$ cat src/rtl/melody_sequencer_if.sv
// Audio_Controller write handshake: sample strobe, signed sample and FIFO space flag.
interface melody_sequencer_if;
  logic               audio_out_allowed;
  logic               write_audio_out;
  logic signed [31:0] sample;

  modport master (
    input  audio_out_allowed,
    output write_audio_out,
    output sample
  );

  modport slave (
    output audio_out_allowed,
    input  write_audio_out,
    input  sample
  );
endinterface

$ cat src/rtl/melody_sequencer.sv
// Single-voice square-wave song player: note ROM, beat/gap down-counters, tone phase.
// Optional tempo input is enabled with `define MELODY_SEQ_TEMPO_EN.
//
//   state | meaning
//   IDLE  | waiting for a valid start
//   LOAD  | fetch ROM entry at note_idx, handle end marker / loop
//   PLAY  | tone sounding, duration counter running
//   GAP   | silent tail of the note
//   DONE  | one-cycle done pulse, back to IDLE
module melody_sequencer #(
  parameter int unsigned BEAT_CYCLES = 50000000,
  parameter int unsigned GAP_CYCLES  = 2500000,
  parameter int unsigned AMPLITUDE   = 10000000,
  parameter logic [19:0] HP_OVERRIDE = 20'd0
) (
  input  logic               CLOCK_50,
  input  logic               resetn,
  input  logic [1:0]         song_sel,
  input  logic               start,
  input  logic               stop,
  input  logic               loop_en,
`ifdef MELODY_SEQ_TEMPO_EN
  input  logic [1:0]         tempo,
`endif
  melody_sequencer_if.master audio,
  output logic               busy,
  output logic               done,
  output logic [4:0]         note_idx,
  output logic [19:0]        half_period
);

  typedef enum logic [2:0] {S_IDLE, S_LOAD, S_PLAY, S_GAP, S_DONE} state_t;

  localparam logic signed [31:0] AMP_POS  = 32'(AMPLITUDE);
  localparam logic signed [31:0] AMP_NEG  = -AMP_POS;
  localparam logic [31:0]        BEAT     = 32'(BEAT_CYCLES);
  localparam logic [31:0]        BEAT_X2  = 32'(BEAT_CYCLES * 2);
  localparam logic [31:0]        BEAT_HLF = 32'(BEAT_CYCLES / 2);
  localparam logic [31:0]        GAP      = 32'(GAP_CYCLES);

  state_t             state, state_nx;
  logic [1:0]         song;
  logic [19:0]        tone_cnt;
  logic               phase;
  logic [31:0]        dur_cnt;
  logic [31:0]        gap_cnt;
  logic signed [31:0] sample_q;

  logic [5:0]  entry;
  logic [2:0]  code;
  logic [2:0]  beats;
  logic        is_end;
  logic        start_ok;
  logic [19:0] load_hp;
  logic [31:0] beat_len;
  logic [34:0] prod;
  logic [31:0] dur_load;

  // Entries are {code, beats}, written as two octal digits.
  function automatic logic [5:0] rom_entry(input logic [1:0] s, input logic [4:0] i);
    logic [5:0] e;
    e = 6'o00;
    if (s == 2'd1) begin
      case (i)
        5'd0, 5'd1:   e = 6'o11;
        5'd2, 5'd3:   e = 6'o51;
        5'd4, 5'd5:   e = 6'o61;
        5'd6:         e = 6'o52;
        5'd7, 5'd8:   e = 6'o41;
        5'd9, 5'd10:  e = 6'o31;
        5'd11, 5'd12: e = 6'o21;
        5'd13:        e = 6'o12;
        default:      e = 6'o00;
      endcase
    end else if (s == 2'd2) begin
      case (i)
        5'd0, 5'd3, 5'd14:            e = 6'o31;
        5'd1, 5'd4, 5'd15:            e = 6'o21;
        5'd2, 5'd5, 5'd16:            e = 6'o12;
        5'd6, 5'd7, 5'd8, 5'd9:       e = 6'o11;
        5'd10, 5'd11, 5'd12, 5'd13:   e = 6'o21;
        default:                      e = 6'o00;
      endcase
    end
    return e;
  endfunction

  function automatic logic [19:0] hp_of(input logic [2:0] c);
    logic [19:0] h;
    case (c)
      3'd1:    h = 20'd191114;
      3'd2:    h = 20'd170263;
      3'd3:    h = 20'd151687;
      3'd4:    h = 20'd143174;
      3'd5:    h = 20'd127554;
      3'd6:    h = 20'd113637;
      3'd7:    h = 20'd101239;
      default: h = 20'd0;
    endcase
    return h;
  endfunction

  always_comb begin
    entry    = rom_entry(song, note_idx);
    code     = entry[5:3];
    beats    = entry[2:0];
    is_end   = (entry == 6'o00);
    start_ok = start && !stop && (song_sel == 2'd1 || song_sel == 2'd2);
    if (code == 3'd0)
      load_hp = 20'd0;
    else if (HP_OVERRIDE != 20'd0)
      load_hp = HP_OVERRIDE;
    else
      load_hp = hp_of(code);
  end

  always_comb begin
`ifdef MELODY_SEQ_TEMPO_EN
    case (tempo)
      2'b01:   beat_len = BEAT_X2;
      2'b10:   beat_len = BEAT_HLF;
      default: beat_len = BEAT;
    endcase
`else
    beat_len = BEAT;
`endif
    prod = 35'(beats) * 35'(beat_len);
    // A halved beat could fall below the gap; keep at least one tone cycle.
    dur_load = (prod > 35'(GAP)) ? 32'(prod - 35'(GAP)) : 32'd1;
  end

  always_ff @(posedge CLOCK_50 or negedge resetn) begin
    if (!resetn)
      state <= S_IDLE;
    else
      state <= state_nx;
  end

  always_comb begin
    state_nx = state;
    if (stop) begin
      state_nx = S_IDLE;
    end else begin
      case (state)
        S_IDLE: if (start_ok) state_nx = S_LOAD;
        S_LOAD: begin
          if (is_end)
            state_nx = loop_en ? S_LOAD : S_DONE;
          else
            state_nx = S_PLAY;
        end
        S_PLAY: if (dur_cnt <= 32'd1) state_nx = S_GAP;
        S_GAP:  if (gap_cnt <= 32'd1) state_nx = S_LOAD;
        S_DONE: state_nx = S_IDLE;
        default: state_nx = S_IDLE;
      endcase
    end
  end

  always_comb begin
    busy                  = (state == S_LOAD) || (state == S_PLAY) || (state == S_GAP);
    done                  = (state == S_DONE);
    audio.write_audio_out = audio.audio_out_allowed & busy;
  end

  assign audio.sample = sample_q;

  always_ff @(posedge CLOCK_50 or negedge resetn) begin
    if (!resetn) begin
      song        <= 2'd0;
      note_idx    <= 5'd0;
      half_period <= 20'd0;
      tone_cnt    <= 20'd0;
      phase       <= 1'b0;
      dur_cnt     <= 32'd0;
      gap_cnt     <= 32'd0;
      sample_q    <= '0;
    end else begin
      case (state)
        S_IDLE: begin
          if (start_ok) begin
            song     <= song_sel;
            note_idx <= 5'd0;
          end
        end
        S_LOAD: begin
          if (is_end) begin
            if (loop_en) note_idx <= 5'd0;
          end else begin
            half_period <= load_hp;
            tone_cnt    <= 20'd0;
            phase       <= 1'b1;
            dur_cnt     <= dur_load;
            sample_q    <= (load_hp != 20'd0) ? AMP_POS : '0;
          end
        end
        S_PLAY: begin
          dur_cnt <= dur_cnt - 32'd1;
          if (half_period != 20'd0) begin
            if (tone_cnt == half_period - 20'd1) begin
              tone_cnt <= 20'd0;
              phase    <= ~phase;
              sample_q <= phase ? AMP_NEG : AMP_POS;
            end else begin
              tone_cnt <= tone_cnt + 20'd1;
            end
          end
          if (dur_cnt <= 32'd1) begin
            sample_q <= '0;
            gap_cnt  <= GAP;
          end
        end
        S_GAP: begin
          gap_cnt <= gap_cnt - 32'd1;
          if (gap_cnt <= 32'd1) note_idx <= note_idx + 5'd1;
        end
        S_DONE: begin
          note_idx    <= 5'd0;
          half_period <= 20'd0;
        end
        default: ;
      endcase
      // Abort overrides whatever the state above scheduled.
      if (stop) begin
        note_idx    <= 5'd0;
        half_period <= 20'd0;
        tone_cnt    <= 20'd0;
        phase       <= 1'b0;
        dur_cnt     <= 32'd0;
        gap_cnt     <= 32'd0;
        sample_q    <= '0;
      end
    end
  end

endmodule
$ cat src/flat_wrapper.sv
// flat-port wrapper written by rule: the top's interface ports become plain ports
module melody_sequencer_flat 
#(
  parameter int unsigned BEAT_CYCLES = 50000000,
  parameter int unsigned GAP_CYCLES  = 2500000,
  parameter int unsigned AMPLITUDE   = 10000000,
  parameter logic [19:0] HP_OVERRIDE = 20'd0
)
  (CLOCK_50, resetn, song_sel, start, stop, loop_en, busy, done, note_idx, half_period, audio_audio_out_allowed, audio_write_audio_out, audio_sample);
  melody_sequencer_if audio_i ();
  input  logic CLOCK_50;
  input  logic resetn;
  input  logic [1:0] song_sel;
  input  logic start;
  input  logic stop;
  input  logic loop_en;
  output logic busy;
  output logic done;
  output logic [4:0] note_idx;
  output logic [19:0] half_period;
  input wire logic [$bits(audio_i.audio_out_allowed)-1:0] audio_audio_out_allowed;
  output wire logic [$bits(audio_i.write_audio_out)-1:0] audio_write_audio_out;
  output wire logic [$bits(audio_i.sample)-1:0] audio_sample;
  assign audio_i.audio_out_allowed = audio_audio_out_allowed;
  assign audio_write_audio_out = audio_i.write_audio_out;
  assign audio_sample = audio_i.sample;
  melody_sequencer #(.BEAT_CYCLES(BEAT_CYCLES), .GAP_CYCLES(GAP_CYCLES), .AMPLITUDE(AMPLITUDE), .HP_OVERRIDE(HP_OVERRIDE)) u_core (.CLOCK_50(CLOCK_50), .resetn(resetn), .song_sel(song_sel), .start(start), .stop(stop), .loop_en(loop_en), .audio(audio_i), .busy(busy), .done(done), .note_idx(note_idx), .half_period(half_period));
endmodule
$ cat config.mk
export PLATFORM = sky130hd
export DESIGN_NAME = melody_sequencer_flat
export DESIGN_NICKNAME = d
export VERILOG_FILES = /design/src/rtl/melody_sequencer_if.sv /design/src/rtl/melody_sequencer.sv /design/src/flat_wrapper.sv
export SDC_FILE = /design/constraint.sdc
export NUM_CORES = 1
export LEC_CHECK = 0
export CAP_MARGIN = 10
export CORE_AREA = 2 2 120 122
export CTS_CLUSTER_DIAMETER = 200
export DETAILED_ROUTE_END_ITERATION = 12
export DIE_AREA = 0 0 122 124
export GPL_TIMING_DRIVEN = 0
export HOLD_SLACK_MARGIN = 0.05
export PLACE_DENSITY = 0.83
export SLEW_MARGIN = 20
export SYNTH_ARGS = -nofsm -noshare
export SYNTH_HDL_FRONTEND = slang
export SYNTH_SLANG_ARGS = --single-unit
export TNS_END_PERCENT = 100
$ cat constraint.sdc
create_clock -name CLOCK_50 -period 3.7 [get_ports CLOCK_50]
set_clock_uncertainty 0.2 [all_clocks]
set_input_delay 0.74 -clock CLOCK_50 [delete_from_list [all_inputs] [get_ports CLOCK_50]]
set_output_delay 0.74 -clock CLOCK_50 [all_outputs]
set_load 0.005 [all_outputs]
==> results.cfg <==
[place]
place_congestion = 0.930
place_ws_ps = -361
port_buffers = 58
hpwl_um = 15100
dp_cells = 1227

[logic_synthesis]
synth.distinct_cells = 74
synth-edff-count = 0
synth-simple-area-share_pct = 27.3
synth-xor-area-share_pct = 4.05
ys_ff_latch = 116
syn_inst = 980
syn_area_mm2 = 0.00800
synthFlopType = dfrtp_1
yosys-top-cells-count = dfrtp_1, nor2_1, nand2_1
synth_top_area_cell = dfrtp_1
yosysMostFrequentCell = dfrtp_1
synth_top_family_by_area = simple AND/OR/NAND/NOR gates
synth_mux_area_share_pct = 1.31
ys_warn_count = 0
yosysSeqAreaShare_pct = 36.3
avgSynthCellArea_um2 = 8.16
synthAdderAreaFrac_pct = 2.82
synth-compound-area-share_pct = 20.6
async_flop_share_pct = 100
ys_top_cells_by_area = dfrtp_1, o21ai_0, nor2_1, nand2_1, a21oi_1
synth_top_area_share_pct = 36.3

[floorplanning]
core_mm2 = 0.0137
fp.dieW_um = 122
initial_core_util_pct = 58.3
die-area_mm2 = 0.0151
dieHeight_um = 124
rows = 43
io_pins = 68

[setup_path]
r2r_end = u_core.dur_cnt[12]
critical_path_class = reg2reg
reg2reg_slack_ps = 140
reg2reg_from = u_core.note_idx[1]
crit_path_end_kind = flop
startpoint_type = flop
r2r_cells = 14
critPathArrivalTime_ps = 3660
required_ps = 3790
worstPathMaxFanout = 10

[cts]
h-tree-depth = 4
clock_latency_ps = 430
root_buffer = clkbuf_16
cts_sinks = 116
path_clk_slew_ps = 60
cts_tree = built
clk_path_buf_depth = 2
numCtsBuffers = 17

[timing]
layout_setup_ws_ps = 136
fin_crit_ps = 3560
hold_violations = 0
slew_viol_final = 0
worst_pin_slew_ps = 845
post-route-period-util_pct = 96.3
timing.hold.ws_ps = 284
setup_viol = 0
fmax_mhz = 281
max_slew_margin_pct = 43.7

[routing]
wl_per_cell_um = 17.3
antenna_violating_nets_post_route = 0
num_vias = 7756
drc = 0
drt_iter0_drc = 713
viasPerCell = 6.16
drt_wl_total_um = 21800
firstDrtPassIters = 5

[grt]
overflow = 0
grt_pass1_vias = 7454
antenna_found_initial = 0
grt_pass1_wl_um = 36200
grt_max_degree = 79
track_usage_pct = 30.1

[final_layout]
drive_gt1_share_pct = 11.2
multi_input_area_mm2 = 0.00456
seq_area_mm2 = 0.00290
final_cell_count_no_fill = 1259
antenna_cells = 0
area_growth_pct = 18.4
nNetsFinal = 1092
final_util_pct = 69.0
fillCellCount = 1124

[min_path]
hold_path_depth = 1
whs_endpoint = u_core.gap_cnt[14]
hp-class = reg2reg
hp-start = u_core.gap_cnt[14]

[power_and_ir_drop]
total_power_w = 0.00790
total_leakage_power_nw = 4.14
cellPowerDensity_mw_per_mm2 = 834
irDropWorstVdd_v = 0.000435

[run]
maxCapViolCount = 0

[status]
status = complete, no violations
worst max path at each step:
| stage | from | end | slack [ps] |
|---|---|---|---|
| after floorplan | u_core.half_period[0] | u_core.phase | 460 |
| after global placement | resetn | u_core.tone_cnt[13] | -2820 |
| after detailed placement | u_core.note_idx[2] | u_core.half_period[2] | -360 |
| after CTS | u_core.note_idx[1] | u_core.tone_cnt[18] | -20 |
| after global routing | u_core.note_idx[2] | u_core.half_period[14] | -9 |
| final | u_core.note_idx[1] | u_core.dur_cnt[12] | 140 |
cell type report:
cell class	count	share of cell area, %
inverter	33	1.31
multi-input combinational	752	48.2
clock inverter	9	0.859
tap	180	2.38
buffer	84	5.07
timing repair buffer	62	6.70
sequential	116	30.7
clock buffer	23	4.83
registers in the layout (all words and copies together), names as in the netlist:
register and flops:
u_core.dur_cnt 32, u_core.half_period 18, u_core.audio.sample 3, u_core.note_idx 5, u_core.gap_cnt 32, u_core.tone_cnt 20, u_core.state 3, u_core.song 2
u_core.phase 1
worst max-delay path: stages, from the launching register on:
cell and delay [ps]:
dfrtp_1 410, clkbuf_2 190, inv_1 140, ha_1 220, nand2_1 80, a21boi_0 380, a32o_2 300, inv_1 110
ha_2 240, nand2_1 150, nor2_4 60, a21o_2 330, clkbuf_2 240, o21ai_0 240, o21ai_0 120
cells in the final DEF, fill, tap and decap left out, types with 13 or more instances in the layout:
cell / n
nor2_1: 101
clkdlybuf4s50_1: 57
clkbuf_16: 17
inv_1: 33
xor2_1: 17
dfrtp_1: 115
a21oi_1: 57
or3_1: 16
nor3_1: 52
nand3_1: 27
xnor2_1: 20
nand4_1: 13
nand2_1: 93
clkbuf_1: 37
and2_1: 14
nor4_1: 19
o21ai_0: 81
ha_1: 17
buf_4: 37
layer usage:
layer | track usage, % | part of all wire [%] | vias up
li1 | - | - | 3677
met1 | 37.4 | 42 | 3699
met2 | 51.3 | 49 | 321
met3 | 5.27 | 6.0 | 59
met4 | 13.9 | 2.8 | 0
met5 | 0 | 0 | -
report_power, final:
group | total (W) | switching (W) | internal [W]
Sequential | 0.00184 | 0.000321 | 0.00152
Combinational | 0.00456 | 0.00280 | 0.00175
Clock | 0.00150 | 0.000567 | 0.000933
kinds of logic (layout without fill, tap and decap cells):
kind of cell,after synthesis,after routing
XOR/XNOR,37,37
buffers and inverters,120,211
AND/OR/NAND/NOR,421,421
adder cells (fa/ha/maj),18,18
AO/OA/AOI/OAI,258,258
multiplexers,9,9
other,1,9
flip-flops,116,116
what timing repair did:
action / CTS / global route
setup endpoints to repair: 67 / 72
buffers inserted: 0 / 2
hold buffers: 1 / 0
pin swaps: 0 / 1
hold endpoints to repair: 38 / 0
gates resized for setup: 11 / 13
metrics by stage:
| step | area, um2 | setup TNS [ps] |
|---|---|---|
| floorplan | 8030 | 0 |
| global placement | 8840 | -334890 |
| detailed placement | 8860 | -15230 |
| CTS | 9430 | -24.6 |
| global route | 9470 | -11.3 |
| finish | 9470 | 0 |
Power figures use the tool's default switching activity.
